<file path="src/rtl/operand_source.sv">
// Operand producer for the multiplier: captures A then B from the switches on enter presses
// and hands the pair to the control unit. Optional enter debounce under OPERAND_DEBOUNCE_EN.
module operand_source #(
  parameter int WIDTH           = 8,
  parameter int DEBOUNCE_CYCLES = 16
) (
  input  logic             clk,
  input  logic             reset,
  input  logic [WIDTH-1:0] sw_data,
  input  logic             enter,
  input  logic             loaddata,
  output logic             inputdata_ready,
  output logic [WIDTH-1:0] dataA,
  output logic [WIDTH-1:0] dataB,
  output logic [1:0]       phase
);

  typedef enum logic [1:0] {
    WAIT_A = 2'b00,
    WAIT_B = 2'b01,
    READY  = 2'b10
  } state_t;

  state_t state;
  logic   s1, s2, prev;
  logic   level;
  logic   press;

  if (DEBOUNCE_CYCLES < 1) begin : g_bad_debounce_cycles
    $error("operand_source: DEBOUNCE_CYCLES must be at least 1");
  end

  // NOTE: sequential state uses non-blocking assignments so every flop samples pre-edge values.
  always_ff @(posedge clk) begin
    if (reset) begin
      s1   <= 1'b0;
      s2   <= 1'b0;
      prev <= 1'b0;
    end else begin
      s1   <= enter;
      s2   <= s1;
      prev <= level;
    end
  end

`ifdef OPERAND_DEBOUNCE_EN
  localparam int              CNT_W   = $clog2(DEBOUNCE_CYCLES + 1);
  localparam logic [CNT_W-1:0] CNT_MAX = CNT_W'(DEBOUNCE_CYCLES);

  logic [CNT_W-1:0] cnt;

  // Count saturates at CNT_MAX so a long hold keeps the level high without wrapping.
  always_ff @(posedge clk) begin
    if (reset || !s2) begin
      cnt <= '0;
    end else if (cnt != CNT_MAX) begin
      cnt <= cnt + 1'b1;
    end
  end

  assign level = s2 && (cnt == CNT_MAX);
`else
  assign level = s2;
`endif

  assign press = level & ~prev;

  always_ff @(posedge clk) begin
    if (reset) begin
      state <= WAIT_A;
      dataA <= '0;
      dataB <= '0;
    end else begin
      case (state)
        WAIT_A: begin
          if (press) begin
            dataA <= sw_data;
            state <= WAIT_B;
          end
        end
        WAIT_B: begin
          if (press) begin
            dataB <= sw_data;
            state <= READY;
          end
        end
        // A press in READY is swallowed; loaddata alone decides the exit.
        READY: begin
          if (loaddata) begin
            state <= WAIT_A;
          end
        end
        default: state <= WAIT_A;
      endcase
    end
  end

  assign inputdata_ready = (state == READY);
  assign phase           = state;

endmodule

</file>
<file path="config.mk">
export PLATFORM = sky130hd
export DESIGN_NAME = operand_source
export DESIGN_NICKNAME = d
export VERILOG_FILES = /design/src/rtl/operand_source.sv
export SDC_FILE = /design/constraint.sdc
export NUM_CORES = 1
export LEC_CHECK = 0
export ABC_CLOCK_PERIOD_IN_PS = 2400
export CORE_MARGIN = 5
export CORE_UTILIZATION = 40
export DETAILED_ROUTE_END_ITERATION = 6
export MAX_ROUTING_LAYER = met4
export PLACE_DENSITY_LB_ADDON = 0.25
export SKIP_LAST_GASP = 1
export SLEW_MARGIN = 20
export SYNTH_ARGS = -nofsm -noshare
export SYNTH_HDL_FRONTEND = slang
export SYNTH_SLANG_ARGS = --single-unit
</file>
<file path="constraint.sdc">
create_clock -name clk -period 2.4 [get_ports clk]
set_input_delay 0.24 -clock clk [delete_from_list [all_inputs] [get_ports clk]]
set_output_delay 0.24 -clock clk [all_outputs]
set_load 0.01 [all_outputs]
</file>
# --- After elaboration in Yosys (flattened, before gate mapping) ---
# Index checks and enable logic that the tools add are counted.
word_totals:
  reg_bits: 21
  input_bits: 12
  elab_cells: 21
classes:
  eq_ne: 5
  n_mux: 4
  bitwise_logic: 2
  n_reduce_logical: 4
ops:
  columns: ["operator", "count"]
  rows:
  - ["2-to-1 mux 2 bit", 3]
  - ["!= test 2 bit (second input constant)", 3]
  - ["case mux 2 bit (3 select lines)", 1]
  - ["AND reduction 2 bit", 2]
  - ["AND reduction 3 bit", 1]
  - ["== test 2 x 1 -> 1 bit (second input constant)", 1]
  - ["== test 2 bit (second input constant)", 1]
  - ["logical NOT 2 bit", 1]
  - ["AND 1 bit", 1]
  - ["NOT 1 bit", 1]

# --- Depth between registers and ports, before layout ---
# Gate-level depths: netlist of the first run.
logic_depth:
  word_depth: 4
  depth_mapped: 4
  mapped_depth_nobuf: 3

# --- Worst setup path after synthesis of the first run ---
# OpenSTA, ideal clock, no wires.
synth_path:
  path_type: "reg2reg"
  start: "reg state[0] (netlist: phase[0])"
  end: "reg dataA[3]"
  setup_ps: 132
  arrival_time_ps: 1152
  t_required_ps: 2268
  path_slack_ps: 1116
  path_stages_with_launch: 5
  path_buffers: 1
  period_less_slack_ps: 1284
  cell_sequence: "dfxtp_1 -> or4b_1 -> buf_2 -> nand2_1 -> a21oi_1"
synth_between:
  elab_chain_len: 2
synth_lines:
  columns: ["element", "line", "rtl"]
  rows:
  - ["start: declaration", "24", "state_t state;"]
  - ["start signal: assignment", "70", "state <= WAIT_A;"]
  - ["start signal: assignment", "78", "state <= WAIT_B;"]
  - ["start signal: assignment", "84", "state <= READY;"]
  - ["logical NOT 2 bit", "74", "case (state)"]
  - ["AND reduction 2 bit (no line)", null, null]
  - ["end signal: assignment", "77", "dataA <= sw_data;"]
  - ["end: declaration", "13", "output logic [WIDTH-1:0] dataA,"]
# No other way between the ends.
# A chain may end at the register's enable or synchronous reset.

# --- Final worst setup path of the first run ---
layout_path:
  start: "reg state[0] (netlist: phase[0])"
  end: "out inputdata_ready"
layout_between:
  elab_chain_len: 1
layout_lines:
  columns: ["element", "line", "rtl"]
  rows:
  - ["== test 2 bit", "98", "assign inputdata_ready = (state == READY);"]
  - ["end: declaration", "12", "output logic inputdata_ready,"]
# No other way between the ends.

==> results.tsv, run 1 <==
metric	value	unit
syn_inst	87	
fin_setup_tns	0	ps
drtPass1Iterations	4	
dp_hpwl	1270	um
cts_buffer_depth	2	
syn_area	746	um^2
nFillCells	156	
port_buffers	30	
synth_cell_types	14	
antenna_found_initial	0	
final-seq-area	420	um^2
yosysWarnings	0	
rows	15	
p_total	586	uW
final_common_cell	nand2_1	
start_util	0.427	
final_core_util	0.624	
core_area	0.00175	mm^2
cpMaxStageDelayCell	clkdlybuf4s50_1	
crit_required	2160	ps
rsz0062_at_grt	false	
postCtsSetupRepairBufs	0	
hold_path.class	reg2reg	
criticalPathCategory	reg2out	
mostFrequentLayoutCells	nand2_1 (32), clkdlybuf4s50_1 (30), dfxtp_1 (21)	
vias_per_cell	4.59	
p_leak	0.000365	uW
crit_path_start	phase[0]$_SDFFE_PP0P_	
setup_viol	0	
root_buffer	clkbuf_4	
ff2ff_path_depth	3	
fin_nets	130	
worstPathCellList	and2b_1 -> clkdlybuf4s50_1	
synth_top_family_by_area	simple AND/OR/NAND/NOR gates	
cts_tree	built	
maxCapViolations	0	
reg2reg_to	dataA[0]$_SDFFE_PP0P_	
critPathMaxStageDelay	480	ps
area_delta_synth_final	46.1	%
post-route-period-util	0.712	
clk_latency	290	ps
diodes	0	
num_vias	652	
critPathMaxFanout	7	
hold_viol_final	0	
drive_gt1_frac	0.0427	
clock-sinks	21	
synth-simple-area-share	0.282	
power_density	537	mW/mm^2
drc	0	
slew_violations	0	
ys_ff_latch	21	
ff2ff_setup_slack	990	ps
synthMuxAreaShare	0	
hold_buffers	0	
ctsResizeCount	0	
status	finished clean	
cp-start-kind	flop	
cts_max_level	1	
irDropWorstVdd	0.000331	V
ant_nets	0	
fmax	585	MHz
min_period	1710	ps
synth_adder_area_share	0	
drtIter0Drc	4	
wl_per_cell	11.7	um
grt_pass1_vias	628	
clock-skew-final	3.86	ps
grt_max_degree	22	
synth_compound_area_frac	0.114	
cp_data_arrival_time	1470	ps
place_congestion	0.754	
cts.reportedPaths.clkPinSlew	100	ps
worstMarginPinSlew	714	ps
routed_wirelength	1660	um
die_h	53.2	um
dieArea	0.00283	mm^2
grt_usage	0.142	
avgSynthCellArea	8.57	um^2
synth_xor_area_frac	0.0117	
die_w	53.2	um
slew_headroom	0.523	
syn_nets	99	
ios	31	
regToRegStartpoint	phase[0]$_SDFFE_PP0P_	
crit_path_end	inputdata_ready	
end_kind	output pin	
cts_made_buffers	3	
synth_seq_area_share	0.564	
grt_first_pass_wirelength	2840	um
multi_input_area	304	um^2
overflow	0	
-- registers in the layout, indices dropped and copies added, names as in the netlist --
name   flops
prev       1
s1         1
dataA      8
level      1
phase      2
dataB      8
-- critical path, delay by kind of cell, from the launching register on --
kind	cells	cell delay, ps
buffers and inverters	1	480
flip-flops	1	470
AND/OR/NAND/NOR	1	230
-- power breakdown --
group | internal (uW) | switching, uW
Clock | 64.7 | 98.7
Sequential | 357 | 6.30
Combinational | 35.4 | 23.4
Total | 457 | 128
-- stage by stage --
step | setup WS, ps | cell area [um^2] | hold slack, ps | instances
global placement | 989 | 1060 | 420 | 138
floorplan | 1120 | 746 | 312 | 87
finish | 691 | 1090 | 459 | 142
global route | 630 | 1090 | 481 | 142
CTS | 680 | 1090 | 463 | 142
detailed placement | 963 | 1060 | 446 | 138
-- area by class of cell --
| class | instances | share of cell area |
|---|---|---|
| clock buffers | 4 | 0.0241 |
| multi-input cells | 61 | 0.279 |
| flip-flops and latches | 21 | 0.386 |
| well taps | 25 | 0.0287 |
| repair buffers | 31 | 0.282 |
-- Yosys cell counts --
cell / n / area, um^2
nand2_1: 32 / 120
dfxtp_1: 21 / 420
a21oi_1: 17 / 85.1
nor2b_1: 4 / 25.0
clkbuf_1: 3 / 11.3
buf_2: 2 / 10.0
and2b_1: 1 / 7.51
nand2b_1: 1 / 6.26
nand4bb_1: 1 / 11.3
nor3_1: 1 / 5.00
nor4b_2: 1 / 15.0
nor4bb_1: 1 / 10.0
or4b_1: 1 / 10.0
xnor2_1: 1 / 8.76
-- kinds of logic (layout without fill, tap and decap cells) --
family | Yosys count | in the layout
compound gates | 17 | 17
xor+xnor | 1 | 1
buf+inv | 5 | 35
flops | 21 | 21
simple gates | 43 | 43
-- worst min-delay path by stage --
stage | start | to | cells past startpoint | slack (ps)
floorplan | reset | s1$_SDFF_PP0_ | 1 | 310
global placement | s1$_SDFF_PP0_ | level$_SDFF_PP0_ | 1 | 420
detailed placement | s1$_SDFF_PP0_ | level$_SDFF_PP0_ | 1 | 450
CTS | dataB[5]$_SDFFE_PP0P_ | dataB[5]$_SDFFE_PP0P_ | 2 | 460
global route | dataA[4]$_SDFFE_PP0P_ | dataA[4]$_SDFFE_PP0P_ | 2 | 480
finish | dataA[6]$_SDFFE_PP0P_ | dataA[6]$_SDFFE_PP0P_ | 2 | 460
-- layer usage --
metal | up-vias | share of wire | global-route usage
li1 | 342 | - | -
met3 | 4 | 0.058 | 0.0394
met4 | 0 | 0.0084 | 0.0511
met1 | 286 | 0.45 | 0.162
met2 | 20 | 0.48 | 0.238
met5 | - | 0 | -
(Power assumes the default switching activity.)
==> run 2, diff against run 1 <==
- ABC_CLOCK_PERIOD_IN_PS: 2400 -> 1600
- clock period: 2.4 -> 1.6 ns (I/O delays scaled with it)
==> run 2 against run 1 <==
  * Die area unchanged
  * Register-to-register slack got worse by 730 ps
  * Non-clock buffer count grew 3
==> results.tsv, run 2 (synthesis results as in run 1) <==
metric	value	unit
grt_first_pass_wirelength	2890	um
die_w	53.2	um
min_period	1420	ps
start_util	0.427	
grt_pass1_vias	630	
slew_headroom	0.720	
whs	406	ps
rows	15	
status	finished clean	
regToRegStartpoint	phase[0]$_SDFFE_PP0P_	
mostFrequentLayoutCells	nand2_1 (32), clkdlybuf4s50_1 (29), dfxtp_1 (19)	
hold_path.class	in2reg	
cts_tree	built	
dieArea	0.00283	mm^2
switching_share	0.230	
port_buffers	30	
hold_buffers	0	
antenna_found_initial	0	
vias_per_cell	4.74	
worstPathCellList	clkdlybuf4s50_1	
criticalPathCategory	reg2out	
cts.reportedPaths.clkPinSlew	110	ps
top_usage_layer	met2	
clock-skew-final	6.01	ps
critPathTopFamily	buffers and inverters	
ant_nets	0	
crit_required	1440	ps
cts_buffer_depth	2	
p_total	892	uW
die_h	53.2	um
place_congestion	0.778	
cpMaxStageDelayCell	clkdlybuf4s50_1	
ios	31	
fin_setup_tns	0	ps
worstMarginPinSlew	417	ps
hold_viol_final	0	
dp_hpwl	1390	um
use_met3	0.0394	
critPathMaxFanout	7	
diodes	0	
slew_violations	0	
power_density	801	mW/mm^2
overflow	0	
grt_usage	0.151	
core_area	0.00175	mm^2
critPathMaxStageDelay	560	ps
post-route-period-util	0.889	
combinationalPowerShare	0.107	
cp-start-kind	flop	
drc	0	
drive_gt1_frac	0.0917	
groute.layer.met2.usage	0.256	
cts_made_buffers	3	
cts_max_level	1	
root_buffer	clkbuf_4	
pwr-share-clk	0.282	
p_sw	206	uW
irDropWorstVdd	0.000494	V
crit_path_start	phase[0]$_SDFFE_PP0P_	
holdCritStartpoint	enter	
area_delta_synth_final	49.5	%
path_buf_inv	1	
cp_data_arrival_time	1260	ps
num_vias	688	
pwr-share-seq	0.611	
fmax	703	MHz
end_kind	output pin	
p_int	687	uW
clk_latency	300	ps
final_common_cell	nand2_1	
grt_max_degree	13	
setup_viol	0	
clock-sinks	21	
grt_util_met1	0.161	
rsz0062_at_grt	false	
drtIter0Drc	11	
fin_nets	133	
p_leak	0.000388	uW
maxCapViolations	0	
wl_per_cell	12.5	um
routed_wirelength	1810	um
drtPass1Iterations	4	
-- run 2: changes by cell type in the layout (fill, tap and decap cells not counted) --
cell             previous run  this run
clkbuf_1                    1         0
clkinv_2                    0         1
dlygate4sd2_1               0         1
dfxtp_1                    21        19
clkdlybuf4s50_1            30        29
buf_4                       1         4
dfxtp_2                     0         2
-- run 2: through the flow --
stage / std cells / area (um^2) / setup WS [ps] / utilization
floorplan: 87 / 746 / 316 / -
global placement: 141 / 1090 / 284 / 0.622
detailed placement: 141 / 1090 / 232 / 0.622
CTS: 145 / 1110 / 170 / 0.639
global route: 145 / 1110 / 122 / 0.639
finish: 145 / 1110 / 178 / 0.639
-- run 2: layout make-up --
type,count,area (um^2)
fillers,162,631
clock buffers,3,22.5
well taps,25,31.3
flip-flops and latches,21,423
clock inverters,1,5.00
repair buffers,34,329
multi-input cells,61,304
-- run 2: final timing paths --
path,end,slack (ps),cells after the start
worst min register to register,dataA[4]$_SDFFE_PP0P_,460,2
worst max register to register,dataA[2]$_SDFFE_PP0P_,260,3
worst max-delay path,phase[0],180,1
worst min-delay path,s1$_SDFF_PP0_,410,2
-- run 2: power by group through the flow --
stage	Combinational [uW]	Clock (uW)	Sequential, uW
5_1_grt	102	289	548
3_5_place_dp	95.3	0	557
6_report	95.2	252	545
4_1_cts	96.3	261	546
2_1_floorplan	29.9	0	560
3_3_place_gp	93.8	0	556
-- run 2: routing by layer --
layer | share of wire | up-vias | wire length, um
li1 | - | 350 | -
met1 | 0.44 | 314 | 792
met2 | 0.50 | 20 | 897
met3 | 0.050 | 4 | 90
met4 | 0.017 | 0 | 31
met5 | 0 | - | 0
-- run 2: what timing repair did --
action	CTS	global route
gates resized for setup	3	0
buffers inserted	0	0
setup endpoints to repair	1	0
==> run 3, diff against run 2 <==
- CTS_BUF_LIST: unset -> sky130_fd_sc_hd__clkbuf_4 sky130_fd_sc_hd__clkbuf_8
==> results of run 3 <==
The final DEF is identical to that of run 2; final timing and power are the same.
